`src/rtl/matrix_subtraction_stream_if.sv`:
```
// Stream bundle for the element-serial matrix subtractor: an (A, B) element-pair
// input channel and a tagged difference output channel, each with valid/ready.
interface matrix_subtraction_stream_if #(
  parameter int N = 3,
  parameter int W = 8
);
  localparam int IW = $clog2(N);

  logic          in_valid;
  logic          in_ready;
  logic [W-1:0]  in_a;
  logic [W-1:0]  in_b;
  logic          out_valid;
  logic          out_ready;
  logic [W-1:0]  out_d;
  logic          out_neg;
  logic [IW-1:0] out_row;
  logic [IW-1:0] out_col;
  logic          out_last;
  logic          out_any_neg;

  // Environment side: produces pairs and consumes differences.
  modport master (
    output in_valid, in_a, in_b, out_ready,
    input  in_ready, out_valid, out_d, out_neg, out_row, out_col, out_last, out_any_neg
  );

  // Engine side.
  modport slave (
    input  in_valid, in_a, in_b, out_ready,
    output in_ready, out_valid, out_d, out_neg, out_row, out_col, out_last, out_any_neg
  );
endinterface

```
`src/rtl/matrix_subtraction_stream.sv`:
```
// Element-serial matrix subtraction engine. Accepts one (A[i][j], B[i][j]) pair per
// handshake in row-major order and emits D = A - B with borrow, row/column tags, an
// end-of-matrix marker and a per-matrix "some element borrowed" flag. A two-entry
// output buffer (head/tail registers) decouples the two handshakes; every output is
// taken straight from a register, so there is no combinational path from any input.
module matrix_subtraction_stream #(
  parameter int N = 3,
  parameter int W = 8
) (
  input  logic                          clk,
  input  logic                          reset,
  matrix_subtraction_stream_if.slave    bus
);
  localparam int IW = $clog2(N);
  // Buffer entry layout, MSB first: {d, neg, row, col, last, any_neg}.
  localparam int EW = W + 2 * IW + 3;
  localparam logic [IW-1:0] LAST_IDX = IW'(N - 1);

  logic [IW-1:0] r_row;
  logic [IW-1:0] r_col;
  logic          r_acc;
  logic [EW-1:0] r_head;
  logic [EW-1:0] r_tail;
  logic [1:0]    r_count;
  logic          r_in_ready;
  logic          r_out_valid;

  logic          w_push;
  logic          w_pop;
  logic [W:0]    w_diff;
  logic          w_neg;
  logic          w_last;
  logic          w_any;
  logic [EW-1:0] w_entry;
  logic [IW-1:0] w_row_nxt;
  logic [IW-1:0] w_col_nxt;
  logic          w_acc_nxt;
  logic [EW-1:0] w_head_nxt;
  logic [EW-1:0] w_tail_nxt;
  logic [1:0]    w_count_nxt;

  // Handshakes use only registered occupancy, so in_ready never depends on out_ready.
  assign w_push = bus.in_valid & r_in_ready;
  assign w_pop  = r_out_valid & bus.out_ready;

  // Difference over W+1 bits; the extra MSB is the borrow. Tag with the current position.
  always_comb begin
    w_diff  = {1'b0, bus.in_a} - {1'b0, bus.in_b};
    w_neg   = w_diff[W];
    w_last  = (r_row == LAST_IDX) && (r_col == LAST_IDX);
    if (w_last) begin
      w_any = r_acc | w_neg;
    end else begin
      w_any = 1'b0;
    end
    w_entry = {w_diff[W-1:0], w_neg, r_row, r_col, w_last, w_any};
  end

  // Row-major position walk and sticky borrow accumulator; both advance only on accept.
  always_comb begin
    w_row_nxt = r_row;
    w_col_nxt = r_col;
    w_acc_nxt = r_acc;
    if (w_push) begin
      if (w_last) begin
        w_row_nxt = {IW{1'b0}};
        w_col_nxt = {IW{1'b0}};
        w_acc_nxt = 1'b0;
      end else if (r_col == LAST_IDX) begin
        w_row_nxt = r_row + IW'(1);
        w_col_nxt = {IW{1'b0}};
        w_acc_nxt = r_acc | w_neg;
      end else begin
        w_row_nxt = r_row;
        w_col_nxt = r_col + IW'(1);
        w_acc_nxt = r_acc | w_neg;
      end
    end else begin
      w_row_nxt = r_row;
      w_col_nxt = r_col;
      w_acc_nxt = r_acc;
    end
  end

  // Two-entry in-order buffer: head feeds the outputs, tail holds the second entry.
  always_comb begin
    w_head_nxt  = r_head;
    w_tail_nxt  = r_tail;
    w_count_nxt = r_count;
    case ({w_push, w_pop})
      2'b10: begin
        if (r_count == 2'd0) begin
          w_head_nxt = w_entry;
        end else begin
          w_tail_nxt = w_entry;
        end
        w_count_nxt = r_count + 2'd1;
      end
      2'b01: begin
        if (r_count == 2'd2) begin
          w_head_nxt = r_tail;
        end else begin
          w_head_nxt = r_head;
        end
        w_count_nxt = r_count - 2'd1;
      end
      2'b11: begin
        // Push is blocked when full, so occupancy is 1 here: the new entry becomes head.
        if (r_count == 2'd1) begin
          w_head_nxt = w_entry;
        end else begin
          w_head_nxt = r_tail;
          w_tail_nxt = w_entry;
        end
        w_count_nxt = r_count;
      end
      default: begin
        w_head_nxt  = r_head;
        w_tail_nxt  = r_tail;
        w_count_nxt = r_count;
      end
    endcase
  end

  // State update; reset discards any partial matrix and empties the buffer.
  always_ff @(posedge clk or posedge reset) begin
    if (reset) begin
      r_row       <= {IW{1'b0}};
      r_col       <= {IW{1'b0}};
      r_acc       <= 1'b0;
      r_head      <= {EW{1'b0}};
      r_tail      <= {EW{1'b0}};
      r_count     <= 2'd0;
      r_in_ready  <= 1'b1;
      r_out_valid <= 1'b0;
    end else begin
      r_row       <= w_row_nxt;
      r_col       <= w_col_nxt;
      r_acc       <= w_acc_nxt;
      r_head      <= w_head_nxt;
      r_tail      <= w_tail_nxt;
      r_count     <= w_count_nxt;
      r_in_ready  <= (w_count_nxt != 2'd2);
      r_out_valid <= (w_count_nxt != 2'd0);
    end
  end

  assign bus.in_ready    = r_in_ready;
  assign bus.out_valid   = r_out_valid;
  assign bus.out_d       = r_head[EW-1 -: W];
  assign bus.out_neg     = r_head[2*IW+2];
  assign bus.out_row     = r_head[2*IW+1 -: IW];
  assign bus.out_col     = r_head[IW+1 -: IW];
  assign bus.out_last    = r_head[1];
  assign bus.out_any_neg = r_head[0];
endmodule

```
`src/flat_wrapper.sv`:
```
// flat-port wrapper written by rule: the top's interface ports become plain ports
module matrix_subtraction_stream_flat 
#(
  parameter int N = 3,
  parameter int W = 8
)
  (clk, reset, bus_in_valid, bus_in_a, bus_in_b, bus_out_ready, bus_in_ready, bus_out_valid, bus_out_d, bus_out_neg, bus_out_row, bus_out_col, bus_out_last, bus_out_any_neg);
  matrix_subtraction_stream_if #(.N(N), .W(W)) bus_i ();
  input  logic clk;
  input  logic reset;
  input wire logic [$bits(bus_i.in_valid)-1:0] bus_in_valid;
  input wire logic [$bits(bus_i.in_a)-1:0] bus_in_a;
  input wire logic [$bits(bus_i.in_b)-1:0] bus_in_b;
  input wire logic [$bits(bus_i.out_ready)-1:0] bus_out_ready;
  output wire logic [$bits(bus_i.in_ready)-1:0] bus_in_ready;
  output wire logic [$bits(bus_i.out_valid)-1:0] bus_out_valid;
  output wire logic [$bits(bus_i.out_d)-1:0] bus_out_d;
  output wire logic [$bits(bus_i.out_neg)-1:0] bus_out_neg;
  output wire logic [$bits(bus_i.out_row)-1:0] bus_out_row;
  output wire logic [$bits(bus_i.out_col)-1:0] bus_out_col;
  output wire logic [$bits(bus_i.out_last)-1:0] bus_out_last;
  output wire logic [$bits(bus_i.out_any_neg)-1:0] bus_out_any_neg;
  assign bus_i.in_valid = bus_in_valid;
  assign bus_i.in_a = bus_in_a;
  assign bus_i.in_b = bus_in_b;
  assign bus_i.out_ready = bus_out_ready;
  assign bus_in_ready = bus_i.in_ready;
  assign bus_out_valid = bus_i.out_valid;
  assign bus_out_d = bus_i.out_d;
  assign bus_out_neg = bus_i.out_neg;
  assign bus_out_row = bus_i.out_row;
  assign bus_out_col = bus_i.out_col;
  assign bus_out_last = bus_i.out_last;
  assign bus_out_any_neg = bus_i.out_any_neg;
  matrix_subtraction_stream #(.N(N), .W(W)) u_core (.clk(clk), .reset(reset), .bus(bus_i));
endmodule
```
`config.mk`:
```
export PLATFORM = sky130hd
export DESIGN_NAME = matrix_subtraction_stream_flat
export DESIGN_NICKNAME = d
export VERILOG_FILES = /design/src/rtl/matrix_subtraction_stream_if.sv /design/src/rtl/matrix_subtraction_stream.sv /design/src/flat_wrapper.sv
export SDC_FILE = /design/constraint.sdc
export NUM_CORES = 1
export LEC_CHECK = 0
export CORE_UTILIZATION = 40
export CTS_CLUSTER_DIAMETER = 100
export CTS_CLUSTER_SIZE = 24
export DETAILED_ROUTE_END_ITERATION = 8
export SYNTH_ARGS = -nofsm -noshare
export SYNTH_HDL_FRONTEND = slang
export SYNTH_SLANG_ARGS = --single-unit
export TNS_END_PERCENT = 20
```
`constraint.sdc`:
```
create_clock -name clk -period 5.5 [get_ports clk]
set_clock_uncertainty 0.15 [all_clocks]
set_input_delay 0.825 -clock clk [delete_from_list [all_inputs] [get_ports clk]]
set_output_delay 0.825 -clock clk [all_outputs]
set_load 0.03 [all_outputs]
```
==> results of run 1 <==
## stage by stage
step / power [mW] / area (sq um) / instances / setup slack [ns]
final: 1.43 / 2670 / 324 / 2.25
after floorplan: 0.968 / 2100 / 213 / 2.77
after global routing: 1.54 / 2670 / 324 / 2.10
after detailed placement: 1.20 / 2550 / 316 / 1.93
after global placement: 1.19 / 2550 / 316 / 2.00
after CTS: 1.45 / 2670 / 324 / 2.24
## cells by family (layout without fill, tap and decap cells)
family                   count (synthesis)  in the layout
multiplexers                            12             12
flip-flops                              39             39
XOR/XNOR                                 6              6
buffers and inverters                   25             66
AND/OR/NAND/NOR                         73             73
adder cells (fa/ha/maj)                 16             16
AO/OA/AOI/OAI                           42             42
## synthesized netlist by cell type, types with 2 or more instances
cell type,n
xor2_1,3
nand3_1,4
a21oi_1,7
and3_1,2
nand2b_1,4
mux2i_1,2
clkbuf_1,4
nand2_1,24
xnor2_1,3
inv_1,19
mux2_2,10
nor3_1,4
a221oi_1,14
ha_1,15
dfrtp_1,38
nor2_1,28
o21ai_0,8
a21o_1,4
buf_2,2
## metal layers
metal | GRT usage [%] | part of all wire (%)
met4 | 6.29 | 1.1
met3 | 3.25 | 2.5
met1 | 22.2 | 47
met2 | 28.8 | 49
met5 | 0 | 0
## cell type report
type | instances | area (sq um) | area share (%)
clock inverters | 2 | 35.0 | 1.31
inverters | 19 | 71.3 | 2.67
repair buffers | 39 | 383 | 14.3
well taps | 70 | 87.6 | 3.28
multi-input cells | 149 | 1030 | 38.7
flip-flops and latches | 39 | 977 | 36.6
clock buffers | 6 | 82.6 | 3.09
## path summary, 6_finish.rpt
check	from	to	slack, ns	depth (start not counted)
setup / recovery	bus_in_valid	u_core.r_head[14]$_DFFE_PP0P_	2.25	9
hold / removal	u_core.r_tail[1]$_DFFE_PP0P_	u_core.r_tail[1]$_DFFE_PP0P_	0.33	2
setup reg to reg	u_core.bus.in_ready$_DFF_PP1_	u_core.r_head[14]$_DFFE_PP0P_	2.80	7
hold reg to reg	u_core.r_tail[1]$_DFFE_PP0P_	u_core.r_tail[1]$_DFFE_PP0P_	0.33	2
max in group asynchronous	reset	u_core.bus.in_ready$_DFF_PP1_	4.04	3
min in group asynchronous	reset	u_core.r_head[10]$_DFFE_PP0P_	0.79	3
## registers in the layout, indices dropped and copies added, names as in the netlist
signal	cells
u_core.r_head	15
u_core.bus.out_valid	1
u_core.r_acc	1
u_core.bus.in_ready	1
u_core.r_tail	15
u_core.r_count	2
u_core.r_col	2
u_core.r_row	2
## power by group through the flow
stage | clock [mW] | sequential (mW) | combinational [mW]
4_1_cts | 0.252 | 0.506 | 0.691
3_3_place_gp | 0 | 0.507 | 0.681
6_report | 0.244 | 0.505 | 0.679
5_1_grt | 0.262 | 0.525 | 0.756
3_5_place_dp | 0 | 0.511 | 0.690
2_1_floorplan | 0 | 0.616 | 0.352
## critical path, cell delays in order
cell and delay, ns:
clkdlybuf4s50_1 0.39, nand2_1 0.19, inv_1 0.15, ha_1 0.27, nor2b_1 0.16, or3_1 0.57
a2111o_1 0.48, mux2i_1 0.15, nor3_1 0.07
## cells in the final DEF (no fill, tap or decap), types with 3 or more instances in the layout
cell type / Yosys / final
buf_4: 0 / 3
a21oi_1: 7 / 7
a21o_1: 4 / 4
a221oi_1: 14 / 14
nand2_1: 24 / 24
clkdlybuf4s50_1: 0 / 36
inv_1: 19 / 19
xnor2_1: 3 / 3
dfrtp_1: 38 / 38
xor2_1: 3 / 3
o21ai_0: 8 / 8
mux2_2: 10 / 10
nor2_1: 28 / 28
ha_1: 15 / 15
nand3_1: 4 / 4
clkbuf_8: 0 / 6
nor3_1: 4 / 3
nand2b_1: 4 / 4
==> summary.txt, run 1 <==
Cell Area, Synth - 2100 sq um
Synth Flop Type - dfrtp_1
post-synthesis net count - 249
crit path max fanout - 17
CTS clk-pin slew, worst paths - 0.07 ns
GRT Resource Usage Total - 17.2%
Psw - 0.562 mW
first-pass GRT wire length - 7200 um
DR DRC count - 0
initial antenna violation count - 0
# fillers - 529
Final period util - 59.1%
status - finished, final reports clean
total CTS buffers - 5
vias in the first global route - 1594
initial core utilization - 41.4%
post-synthesis xor/xnor area fraction - 2.50%
CTS tree - yes
largest net degree at the start of global routing - 40
Top Ports - 37
Final nets - 289
main combinational cell family by area after synthesis - simple AND/OR/NAND/NOR gates
clk sinks - 39
clock power share - 17.1%
proportion of layout cells with a drive suffix above 1 - 9.84%
Flop pwr share - 35.4%
Synth area leader - dfrtp_1
Worst-Margin Slew - 0.843 ns
die width - 74.5 um
final core utilization - 52.6%
Startpoint Class - primary input
clk root buf - clkbuf_8
Synth Area in Simple Gates - 15.6%
CTS max path bufs - 2
Synth area leaders - dfrtp_1, ha_1, a221oi_1
die area - 5550 sq um
RSZ-0062 raised after global routing - false
Critical Path RT - 5.51 ns
num rows - 26
ys async rst share - 100%
Internal Dissipation - 0.866 mW
DR vias - 1606
sw frac - 39.3%
Slew headroom - 43.0%
combinational share of power - 47.6%
GPL Wtd Cong - 0.759
DR WL/cell - 12.7 um
1st-pass router iterations - 4
Setup Buffers After CTS - 0
CORE AREA - 5070 sq um
GRT overflow - 0
worst skew pair latency - 0.28 ns
Max Freq - 0.307 GHz
Hold Path Class - reg2reg
Vias/cell - 4.96
CTS Hold Bufs - 0
PD cells - 535 nW/um^2
leakage - 1.23 nW
fin. max-slew vios - 0
Detailed Route WL - 4100 um
max-cap viol count - 0
worst hold slack - 0.331 ns
endpoints failing setup - 0
Final ANT Viol Nets - 0
register bit count reported by yosys - 39
HPWL Detailed - 3040 um
WP data arrival - 3.26 ns
Hold Vio Cnt, Final - 0
sequential area share after synthesis - 46.5%
yosys warns - 0
Layout area overhead - 27.0%
Setup Crit Path Kind - in2reg
Compound-Gate Fraction of Synth Area - 14.6%
antenna cells - 0
Synth cell types - 37
post-cts sizing count - 0
Chip Height - 74.5 um
Post-Syn Area per Cell - 9.87 sq um
Worst VDD drop - 0.272 mV
Detailed Route Iter0 Violations - 84
post-synthesis mux area share - 6.31%
post-synthesis adder-cell area fraction - 9.88%
setup TNS - 0 ns
Final min period - 3.25 ns
critical path capture point type - register
share of the synthesized area in the top cell type - 45.2%
Cells after Synth - 213
number of enable flip-flop cells after synthesis - 0
CTS H-tree lvls - 2
# port buffers - 36
Note: power is estimated with default switching activity, not from simulation.
==> inputs of run 2 (changes only) <==
PLACE_DENSITY = 0.66   (was unset)
clock period = 2.9 ns   (was 5.5 ns; I/O delays follow)
==> run 2 against run 1 <==
Compared with the run above:
- via count increased by 4.3%
- flip-flop and latch count unchanged
- sequential power increased by 90%
- setup slack got worse by 1.9 ns
- sequential share of layout area decreased by 0.87 points
- wire length increased by 2.7%
- clock power increased by 90%
- non-clock buffer count increased by 7
- worst hold slack improved by 0.0019 ns
- cell count increased by 2.2%
- total power increased by 95%
- register-to-register slack got worse by 2.3 ns
- critical endpoint is now u_core.r_acc$_DFFE_PP0P_
- highest routed layer unchanged
==> summary.txt, run 2 (same netlist as run 1, synthesis figures left out) <==
largest net degree at the start of global routing - 40 (unchanged)
GPL Wtd Cong - 0.750 (-1.3%)
DR DRC count - 0 (unchanged)
fin. max-slew vios - 0 (unchanged)
GRT Resource Usage Total - 18.8% (+1.5 points)
num rows - 26 (unchanged)
CP peak stage delay - 0.46 ns (-0.11 ns)
Critical Path RT - 2.94 ns (-2.57 ns)
Top Ports - 37 (unchanged)
DR vias - 1675 (+4.3%)
Worst-Margin Slew - 0.791 ns (-0.0523 ns)
proportion of layout cells with a drive suffix above 1 - 12.3% (+2.4 points)
vias in the first global route - 1726 (+8.3%)
Final period util - 89.7%
worst hold slack - 0.333 ns (+0.00195 ns)
critical path capture point type - register
Chip Height - 74.5 um (unchanged)
post-cts sizing count - 0 (unchanged)
CP Buf/Inv Count - 2 (unchanged)
die width - 74.5 um (unchanged)
Startpoint Class - primary input
antenna cells - 0 (unchanged)
cell family with most CP delay - compound AO/OA/AOI/OAI gates
first-pass GRT wire length - 7770 um (+8.0%)
leakage - 1.26 nW (+3.1%)
# port buffers - 36 (unchanged)
Setup Buffers After CTS - 0 (unchanged)
WP data arrival - 2.64 ns (-0.62 ns)
CORE AREA - 5070 sq um (unchanged)
1st-pass router iterations - 4 (unchanged)
clk sinks - 39 (unchanged)
Final nets - 296 (+2.4%)
initial antenna violation count - 0 (unchanged)
Slew headroom - 46.6% (+3.5 points)
slowest CP cell - clkdlybuf4s50_1
final core utilization - 53.9% (+1.3 points)
CTS clk-pin slew, worst paths - 0.07 ns (about the same)
status - finished, final reports clean
worst-path cell chain - clkdlybuf4s50_1 > ha_1 > inv_1 > fa_1 > a21o_1 > a221oi_2 > nand2b_1 > a21oi_1 > o41ai_1
CTS H-tree lvls - 2 (unchanged)
RSZ-0062 raised after global routing - false
setup TNS - 0 ns (unchanged)
Vias/cell - 5.06 (+2.1%)
worst skew pair latency - 0.29 ns (about the same)
endpoints failing setup - 0 (unchanged)
CTS max path bufs - 2 (unchanged)
commonest non-fill, non-tap cell in the layout - dfrtp_1
CTS tree - yes
PD cells - 1020 nW/um^2 (+90%)
Regs by FF count - u_core.r_head (15), u_core.r_tail (15)
die area - 5550 sq um (unchanged)
total CTS buffers - 5 (unchanged)
Final ANT Viol Nets - 0 (unchanged)
Hold Vio Cnt, Final - 0 (unchanged)
crit path max fanout - 3 (-14)
CTS Hold Bufs - 0 (unchanged)
initial core utilization - 41.4% (unchanged)
GRT overflow - 0 (unchanged)
DR WL/cell - 12.7 um (+0.53%)
clk root buf - clkbuf_8
Final min period - 2.60 ns
max-cap viol count - 0 (unchanged)
Worst VDD drop - 0.549 mV (+100%)
Setup Crit Path Kind - in2reg
Detailed Route WL - 4220 um (+2.7%)
Layout area overhead - 30.1%
HPWL Detailed - 3120 um (+2.6%)
most frequent cells in the layout - dfrtp_1, clkdlybuf4s50_1, nor2_1
Max Freq - 0.384 GHz
Hold Path Class - reg2reg
Detailed Route Iter0 Violations - 91 (+8.3%)
[run 2: cell count changes in the layout (fill, tap and decap cells not counted), sizes merged]
| cell | change |
|---|---|
| buf | +7 |
[run 2: where the power goes]
group	switching [mW]	total, mW	internal, mW
clock network	0.185	0.464	0.278
logic	0.741	1.36	0.615
registers	0.155	0.959	0.804
total	1.08	2.78	1.70
[run 2: area by class of cell]
cell class / instances / area [sq um]
multi-input combinational: 149 / 1030
clock buffer: 6 / 82.6
inverter: 19 / 71.3
timing repair buffer: 46 / 448
tap: 70 / 87.6
sequential: 39 / 977
fill: 492 / 2340
clock inverter: 2 / 35.0
[run 2: worst paths after layout]
check / end / slack (ns) / cells after the start / from
min reg2reg: u_core.r_tail[12]$_DFFE_PP0P_ / 0.33 / 2 / u_core.r_tail[12]$_DFFE_PP0P_
max: u_core.r_acc$_DFFE_PP0P_ / 0.30 / 9 / bus_in_b[0]
max reg2reg: u_core.r_head[14]$_DFFE_PP0P_ / 0.48 / 7 / u_core.bus.in_ready$_DFF_PP1_
min in group asynchronous: u_core.r_head[4]$_DFFE_PP0P_ / 0.42 / 3 / reset
min: u_core.r_tail[12]$_DFFE_PP0P_ / 0.33 / 2 / u_core.r_tail[12]$_DFFE_PP0P_
max in group asynchronous: u_core.bus.in_ready$_DFF_PP1_ / 1.82 / 3 / reset
[run 2: worst register-to-register path: stages, from the launching register on]
cell      delay (ns)
dfstp_2         0.53
nand2_1         0.16
ha_1            0.31
nor2b_4         0.15
or3_1           0.40
a2111o_1        0.40
mux2i_1         0.13
nor3_1          0.07
[run 2: metal layers]
metal | share of wire (%) | track usage [%] | wire [um]
met1 | 48 | 24.0 | 2010
met2 | 49 | 31.2 | 2050
met3 | 2.8 | 5.28 | 116
met4 | 1.0 | 5.03 | 42
met5 | 0 | 0 | 0
[run 2: metrics by stage]
| step | instance area [sq um] | cells | power (mW) | setup slack, ns |
|---|---|---|---|---|
| CTS | 2740 | 331 | 2.82 | 0.311 |
| detailed placement | 2620 | 323 | 2.34 | -0.00658 |
| finish | 2740 | 331 | 2.78 | 0.299 |
| global placement | 2620 | 323 | 2.30 | 0.0696 |
| floorplan | 2100 | 213 | 1.84 | 0.443 |
| global route | 2740 | 331 | 3.01 | 0.225 |
